File: src/rtl/atm_pkg.sv
// Shared definitions for the ATM ledger arbiter: operation and error codes,
// default amount width and the ledger FSM state encoding.
package atm_pkg;

  localparam int AMT_W = 21;

  typedef enum logic [1:0] {
    OP_BAL = 2'b00,
    OP_WD  = 2'b01,
    OP_DEP = 2'b10,
    OP_ILL = 2'b11
  } op_e;

  typedef enum logic [1:0] {
    ERR_NONE  = 2'b00,
    ERR_FUNDS = 2'b01,
    ERR_OVF   = 2'b10,
    ERR_ILL   = 2'b11
  } err_e;

  typedef enum logic [1:0] {
    S_IDLE = 2'b00,
    S_EXEC = 2'b01,
    S_RESP = 2'b10
  } state_e;

  // Width of a terminal index; never zero, even for a single terminal.
  function automatic int idx_w(input int n);
    return (n > 1) ? $clog2(n) : 1;
  endfunction

endpackage

File: src/rtl/atm_rr_arbiter.sv
// Combinational round-robin picker: grants the first requesting terminal
// after last_grant_i, wrapping around. The rotation pointer lives in the parent.
module atm_rr_arbiter #(
  parameter int NUM_TERM = 2,
  parameter int IDX_W    = atm_pkg::idx_w(NUM_TERM)
) (
  input  logic [NUM_TERM-1:0] req_i,
  input  logic [IDX_W-1:0]    last_grant_i,
  output logic [NUM_TERM-1:0] grant_o
);

  function automatic int rr_index(input int base, input int off);
    int idx;
    idx = base + off;
    if (idx >= NUM_TERM) idx = idx - NUM_TERM;
    return idx;
  endfunction

  logic found;

  // NOTE: every variable written here gets a default first, so no latch is inferred.
  always_comb begin
    grant_o = '0;
    found   = 1'b0;
    for (int i = 1; i <= NUM_TERM; i++) begin
      if (!found && req_i[rr_index(int'(last_grant_i), i)]) begin
        grant_o[rr_index(int'(last_grant_i), i)] = 1'b1;
        found = 1'b1;
      end
    end
  end

endmodule

File: src/rtl/atm_ledger_arbiter.sv
// Round-robin shared balance ledger for NUM_TERM ATM terminals.
// Define ATM_WD_LIMIT_EN to reject withdrawals above MAX_WITHDRAW with the illegal/limit error.
module atm_ledger_arbiter #(
  parameter int                         NUM_TERM     = 2,
  parameter int                         AMT_W        = atm_pkg::AMT_W,
  parameter logic [AMT_W-1:0]           INIT_BALANCE = 21'd10000,
  parameter logic [AMT_W-1:0]           MAX_WITHDRAW = 21'd5000
) (
  input  logic                      clk,
  input  logic                      reset,
  input  logic [NUM_TERM-1:0]       req_valid,
  input  logic [2*NUM_TERM-1:0]     req_op,
  input  logic [AMT_W*NUM_TERM-1:0] req_amount,
  output logic [NUM_TERM-1:0]       req_ready,
  output logic [NUM_TERM-1:0]       rsp_valid,
  output logic                      rsp_ok,
  output logic [1:0]                rsp_err,
  output logic [AMT_W-1:0]          balance_amount
);

  import atm_pkg::*;

  localparam int IDX_W = idx_w(NUM_TERM);

  state_e               state_q;
  logic [IDX_W-1:0]     last_grant_q;
  op_e                  op_q;
  logic [AMT_W-1:0]     amt_q;
  logic [NUM_TERM-1:0]  gnt_q;
  logic [AMT_W-1:0]     balance_q, balance_d;
  logic [NUM_TERM-1:0]  rsp_valid_q;
  logic                 rsp_ok_q, rsp_ok_d;
  err_e                 rsp_err_q, rsp_err_d;

  logic [NUM_TERM-1:0]  grant;
  logic [IDX_W-1:0]     grant_idx;
  op_e                  op_sel;
  logic [AMT_W-1:0]     amt_sel;
  logic [AMT_W:0]       dep_sum;

  atm_rr_arbiter #(
    .NUM_TERM (NUM_TERM),
    .IDX_W    (IDX_W)
  ) u_arb (
    .req_i        (req_valid),
    .last_grant_i (last_grant_q),
    .grant_o      (grant)
  );

  always_comb begin
    grant_idx = '0;
    for (int i = 0; i < NUM_TERM; i++) begin
      if (grant[i]) grant_idx = IDX_W'(i);
    end
    op_sel  = op_e'(req_op[2*int'(grant_idx) +: 2]);
    amt_sel = req_amount[AMT_W*int'(grant_idx) +: AMT_W];
  end

  // Accept only while idle and out of reset, so the handshake is silent during reset.
  assign req_ready = (state_q == S_IDLE && !reset) ? grant : '0;

  // Transaction outcome, evaluated against the latched request during EXEC.
  always_comb begin
    balance_d = balance_q;
    rsp_ok_d  = 1'b1;
    rsp_err_d = ERR_NONE;
    dep_sum   = {1'b0, balance_q} + {1'b0, amt_q};
    case (op_q)
      OP_BAL: ;
      OP_WD: begin
`ifdef ATM_WD_LIMIT_EN
        if (amt_q > MAX_WITHDRAW) begin
          rsp_ok_d  = 1'b0;
          rsp_err_d = ERR_ILL;
        end else
`endif
        if (amt_q > balance_q) begin
          rsp_ok_d  = 1'b0;
          rsp_err_d = ERR_FUNDS;
        end else begin
          balance_d = balance_q - amt_q;
        end
      end
      OP_DEP: begin
        if (dep_sum[AMT_W]) begin
          rsp_ok_d  = 1'b0;
          rsp_err_d = ERR_OVF;
        end else begin
          balance_d = dep_sum[AMT_W-1:0];
        end
      end
      default: begin
        rsp_ok_d  = 1'b0;
        rsp_err_d = ERR_ILL;
      end
    endcase
  end

`ifndef ATM_WD_LIMIT_EN
  logic unused_wd_cap;
  assign unused_wd_cap = ^MAX_WITHDRAW;
`endif

  // NOTE: sequential state uses non-blocking assignments so every register samples pre-edge values.
  always_ff @(posedge clk or posedge reset) begin
    if (reset) begin
      state_q      <= S_IDLE;
      last_grant_q <= IDX_W'(NUM_TERM - 1);
      op_q         <= OP_BAL;
      amt_q        <= '0;
      gnt_q        <= '0;
      balance_q    <= INIT_BALANCE;
      rsp_valid_q  <= '0;
      rsp_ok_q     <= 1'b0;
      rsp_err_q    <= ERR_NONE;
    end else begin
      case (state_q)
        S_IDLE: begin
          rsp_valid_q <= '0;
          if (|grant) begin
            op_q         <= op_sel;
            amt_q        <= amt_sel;
            gnt_q        <= grant;
            last_grant_q <= grant_idx;
            state_q      <= S_EXEC;
          end
        end
        S_EXEC: begin
          balance_q   <= balance_d;
          rsp_ok_q    <= rsp_ok_d;
          rsp_err_q   <= rsp_err_d;
          rsp_valid_q <= gnt_q;
          state_q     <= S_RESP;
        end
        S_RESP: begin
          rsp_valid_q <= '0;
          state_q     <= S_IDLE;
        end
        default: begin
          rsp_valid_q <= '0;
          state_q     <= S_IDLE;
        end
      endcase
    end
  end

  assign rsp_valid      = rsp_valid_q;
  assign rsp_ok         = rsp_ok_q;
  assign rsp_err        = rsp_err_q;
  assign balance_amount = balance_q;

endmodule

File: config.mk
export PLATFORM = sky130hd
export DESIGN_NAME = atm_ledger_arbiter
export DESIGN_NICKNAME = d
export VERILOG_FILES = /design/src/rtl/atm_pkg.sv /design/src/rtl/atm_rr_arbiter.sv /design/src/rtl/atm_ledger_arbiter.sv
export SDC_FILE = /design/constraint.sdc
export NUM_CORES = 1
export LEC_CHECK = 0
export CORE_MARGIN = 2
export CORE_UTILIZATION = 35
export CTS_BUF_LIST = sky130_fd_sc_hd__clkbuf_4 sky130_fd_sc_hd__clkbuf_8
export DETAILED_ROUTE_END_ITERATION = 12
export GPL_TIMING_DRIVEN = 0
export SLEW_MARGIN = 30
export SYNTH_ARGS = -nofsm -noshare
export SYNTH_HDL_FRONTEND = slang
export SYNTH_HIERARCHICAL = 1
export SYNTH_SLANG_ARGS = --single-unit
File: constraint.sdc
create_clock -name clk -period 8.55 [get_ports clk]
set_input_delay 1.2825 -clock clk [delete_from_list [all_inputs] [get_ports clk]]
set_output_delay 1.2825 -clock clk [all_outputs]
set_load 0.01 [all_outputs]
# Word level (Yosys, flattened, before mapping)
# Cells that the tools add are included.
# Widths: inputs -> output; s select.
[word_totals]
ff_bits = 54
inputBits = 50
out_inout_bits = 28
word_cells = 77
[classes]
addsub = 6
multipliers = 1
magnitude_cmp = 9
n_eq_ne = 6
n_shift = 2
mux = 31
bitwise = 1
n_reduce_logical = 12
[op_table]
columns = ["operator", "count"]
rows = [
  ["$lt 32x3->1 const B", 4],
  ["$mux 32", 4],
  ["$ge 32x1->1 const B", 2],
  ["$ge 32x3->1 const B", 2],
  ["$sub 32x3->32 const B", 2],
  ["$mux 21", 2],
  ["$pmux 21 s2", 1],
  ["$shiftx 42x7->21", 1],
  ["$add 21x21->22", 1],
  ["$gt 21x21->1", 1],
  ["$sub 21x21->21", 1],
  ["$mux 1", 13],
  ["$mux 2", 6],
  ["$mul 5x1->6 const A", 1],
  ["$pmux 2 s3", 1],
  ["$eq 2x1->1 const B", 2],
  ["$logic_and 1x1->1", 4],
  ["$logic_not 2->1", 2],
  ["$ne 2x2->1 const B", 2],
  ["$pmux 2 s2", 1],
  ["$reduce_and 4->1", 1],
  ["$shiftx 4x3->2", 1],
  ["$add 1x2->3 const B", 1],
  ["$pmux 1 s3", 1],
  ["other kinds (9)", 11],
]

# Depth between registers and ports, before layout
[depth]
word_depth = 19
depth_mapped = 14

# Modules after synthesis
# Netlist, hierarchy kept.
[modules_own_cells]
columns = ["module", "instances", "cells_each", "area_each_um2"]
rows = [
  ["atm_ledger_arbiter", 1, 522, 4448.0],
  ["atm_rr_arbiter", 1, 3, 18.8],
]

# Worst setup path before layout
# OpenSTA, ideal clock, no wires.
[synth_path]
path_kind = "input-to-output"
from = "input port reset"
to = "output port req_ready[1]"
t_arrival_ns = 2.776
t_required_ns = 7.267
path_slack_ns = 4.492
stages = 2
path_buffers = 0
cell_sequence = "inv_1 and3_1"
[synth_between]
elab_chain_cells = 3
[synth_rtl]
columns = ["item", "line_no", "rtl"]
rows = [
  ["start: declaration", "atm_ledger_arbiter.sv:10", "input logic reset,"],
  ["$logic_not 1->1 (no line)", "n/a", ""],
  ["$logic_and 1x1->1", "atm_ledger_arbiter.sv:60", "assign req_ready = (state_q == S_IDLE && !reset) ? grant : '0;"],
  ["$mux 2", "atm_ledger_arbiter.sv:60", ""],
  ["end: declaration", "atm_ledger_arbiter.sv:14", "output logic [NUM_TERM-1:0] req_ready,"],
]
# Every way passes these cells.

# Worst setup path after layout
[layout_path]
from = "input port req_valid[1]"
to = "output port req_ready[1]"
[layout_between]
elab_chain_cells = 8
word_cells_on_any_way = 13
cone_classes = "10 x mux; 1 x bitwise; 2 x reduce/logical"
[layout_rtl]
columns = ["item", "line_no", "rtl"]
rows = [
  ["start: declaration", "atm_ledger_arbiter.sv:11", "input logic [NUM_TERM-1:0] req_valid,"],
  ["$mux 1 (not written as such) (3 in a row)", "atm_rr_arbiter.sv:26", "if (!found && req_i[rr_index(int'(last_grant_i), i)]) begin"],
  ["$mux 1", "atm_rr_arbiter.sv:26", ""],
  ["$logic_not 1->1", "atm_rr_arbiter.sv:26", ""],
  ["$logic_and 1x1->1", "atm_rr_arbiter.sv:26", ""],
  ["$mux 2 (*)", "atm_rr_arbiter.sv:26", ""],
  ["via grant[1]", "atm_ledger_arbiter.sv:35", "logic [NUM_TERM-1:0] grant;"],
  ["$mux 2 (*)", "atm_ledger_arbiter.sv:60", ""],
]
# Mark *: on every way through the listed nets, which the timed path passes. The rest lies on a longest branch. The select of a mux whose other input is x is not followed.

==> key figures <==
Timing
  – Fin. max-slew vios: 0
  – Final period utilization: 59.13%
  – Final Hold Slack: 0.4800 ns
  – Final min period: 5.055 ns
  – Fmax achieved: 197.8 MHz
  – Setup Skew: 0.01272 ns
  – Worst-Margin Slew: 0.7167 ns
  – Worst slew margin: 52.22%
  – Sum Neg Setup Slack: 0 ns
  – Final WS setup: 3.495 ns
  – RSZ-0062 raised after global routing: no
  – Fin. Hold Viols: 0
  – Setup Viol. Count Final: 0

Global route
  – First-pass GRT wire length: 20.65 mm
  – Global-route total usage across every layer: 19.56%
  – Number of global-route vias before repair: 4,005
  – Initial antenna violation count: 0
  – Gr ovfl total: 0
  – Largest net degree at the start of global routing: 33

Critical path
  – CP max FO: 10
  – Crit Path Class: input pin to primary output
  – Crit path arrival time: 3.77 ns
  – Worst Setup SP: req_valid[1]
  – Setup crit end kind: primary output
  – Setup crit start kind: input pin
  – Crit path required time: 7.27 ns
  – Reg2Reg Launch Point: amt_q[6]

Synthesis
  – Synthesized instance count: 525
  – FF+latch count, synth: 54
  – Share of synthesized registers carrying an async set or reset: 100.0%
  – Synth area leaders: dfrtp_1 (27%), ha_1 (12%), a21oi_1 (7.8%), mux2i_1 (5.6%), nor2_1 (5.1%)
  – Register area share after synthesis: 30.42%
  – Syn Area/Cell: 8.508 µm²
  – Fraction of post-synthesis cell area in the top cell type by area: 26.89%
  – Number of synthesized flops with an enable pin: 0
  – Most used DFF post-synth: dfrtp_1
  – Area leader, netlist: dfrtp_1
  – Yosys warns: 6
  – Mapped Area: 4467 µm²
  – Netlist cell types: 64
  – Post-synth net total: 619

Clock network
  – Root Buffer: clkbuf_8
  – H-tree Lvls: 2
  – Cts repair resizes: 0
  – CTS Buf Count: 5
  – CTS Sinks: 54
  – # Post-CTS Setup Buffers: 0
  – CTS tree: built
  – Max Root-Sink Buffers: 2
  – Clock slew at reported path FFs: 0.11 ns
  – Clk Latency, worst-skew pair: 0.35 ns
  – # hold bufs at CTS: 0

Floorplan
  – Die area: 13,680 µm²
  – CORE AREA: 12,520 µm²
  – Rows: 41
  – Die Span Y: 117.0 µm
  – Die X: 117.0 µm
  – Starting Density: 35.69%
  – I/O pin total: 78

Route
  – Post-DRT Antenna Nets: 0
  – DR vias: 4,051
  – Via density per instance: 5.174
  – Routed len/inst: 16.37 µm
  – Drt first pass iters: 4
  – Iteration-0 DRC Markers: 192
  – Residual DRC: 0
  – Post-Route WL: 12.82 mm

Hold path
  – Hold Crit Class: register to register
  – Worst hold start: last_grant_q

Placement
  – IO Port Bufs: 77
  – HPWL after DPL: 9.813 mm
  – Placement Setup Slack: 3.456 ns
  – GP Congestion: 0.8847

Cells and area
  – Share of cells above drive strength 1: 7.038%
  – Util after Layout: 44.51%
  – ANT cells: 0
  – Nets: 704
  – Area delta synth->final: 24.73%

Outcome
  – Run status: completed

Run
  – Max-cap viol count: 0

Power
  – P per Cell Area: 458.3 nW/µm²
  – Total power: 2.553 mW
  – Worst vdd ir: 0.0001289 V
  – P_leak: 2.436 nW
-- where the power goes --
| part | switching [mW] | internal [mW] |
|---|---|---|
| sequential | 0.125 | 0.394 |
| combinational | 1.06 | 0.813 |
| clock | 0.103 | 0.0595 |
| total | 1.29 | 1.27 |
-- final timing paths --
check                      depth (start not counted)                 end  slack [ns]
min                                                2        last_grant_q        0.48
max in group asynchronous                          3  balance_amount[13]        6.72
max reg2reg                                       12  balance_amount[12]        5.21
min reg2reg                                        2        last_grant_q        0.48
max                                                6        req_ready[1]        3.49
min in group asynchronous                          2            amt_q[3]        1.27
-- cells in the mapped netlist (2+ instances only) --
cell type / number
xnor2_1: 14
or2_2: 2
fa_1: 2
nand3_1: 6
o211ai_1: 5
nor3_1: 14
dfrtp_1: 48
o31a_1: 3
and2_1: 2
nor2_1: 61
o21bai_1: 5
nand2b_1: 8
clkbuf_1: 18
o21ai_0: 27
inv_1: 41
nor4_1: 4
xor2_1: 4
nand3b_1: 3
o21a_1: 3
a211oi_1: 4
nand2_1: 25
mux2_4: 11
a21boi_0: 3
mux2i_1: 25
and3_1: 2
dfstp_2: 6
buf_6: 4
nor2b_1: 8
o22ai_1: 2
a211o_1: 2
a31oi_1: 6
a221o_1: 2
o311ai_0: 4
a21o_1: 7
a21oi_1: 70
buf_1: 5
ha_1: 42
-- layer usage --
metal / wire length, µm / global-route usage (%) / vias up
li1: - / - / 2013
met1: 6244 / 27.36 / 1960
met2: 6055 / 32.41 / 69
met3: 413 / 2.987 / 9
met4: 106 / 3.765 / 0
met5: 0 / 0 / -
-- layout by cell type (no fill, tap or decap), drive strengths merged, types with 3 or more instances in the layout --
cell | netlist | final
nand2 | 25 | 25
mux2i | 25 | 25
o21a | 3 | 3
inv | 41 | 41
nor2 | 61 | 61
xnor2 | 14 | 14
ha | 42 | 42
buf | 11 | 11
clkbuf | 19 | 25
o31a | 3 | 3
dfrtp | 48 | 48
nand3b | 3 | 3
dfstp | 6 | 6
o21bai | 5 | 5
mux2 | 11 | 11
nor2b | 8 | 8
clkdlybuf4s50 | 0 | 77
nor3 | 14 | 14
o211ai | 5 | 5
xor2 | 4 | 4
a211o | 3 | 3
nand3 | 6 | 6
a31oi | 7 | 7
nor4 | 4 | 4
o21ai | 28 | 28
a21oi | 70 | 70
a21boi | 4 | 4
a21o | 7 | 7
o311ai | 5 | 5
clkinv | 0 | 3
nand2b | 8 | 8
a211oi | 4 | 4
-- worst max-delay path: stages --
cell,delay (ns)
clkdlybuf4s50_1,0.48
a21boi_0,0.17
clkbuf_1,0.48
clkbuf_1,0.57
and3_1,0.26
clkdlybuf4s50_1,0.53
-- area by class of cell --
class,instances,area [µm²]
Buffer,30,150.1
Clock buffer,5,68.82
Clock inverter,3,26.28
Fill cell,1273,6945
Inverter,41,156.4
Multi-Input combinational cell,400,2805
Sequential cell,54,1359
Tap cell,172,215.2
Timing Repair Buffer,78,790.8
-- cell families after synthesis --
group                    synth area share [%]
buffers and inverters                   6.778
XOR/XNOR                                3.529
AND/OR/NAND/NOR                         14.90
AO/OA/AOI/OAI                           22.41
multiplexers                            9.300
adder cells (fa/ha/maj)                 12.66
flip-flops                              30.42
-- registers in the layout (all words and copies together), names as in the netlist, 2 cells and up --
name / count
amt_q: 21
balance_amount: 21
gnt_q: 2
op_q: 2
rsp_err: 2
rsp_valid: 2
state_q: 2
-- metrics by stage --
step	cell area, µm²	cells
6_report	5572	783
5_1_grt	5572	783
4_1_cts	5570	783
3_5_place_dp	5475	775
3_3_place_gp	5453	774
2_1_floorplan	4467	525
Power figures use the tool's default switching activity.
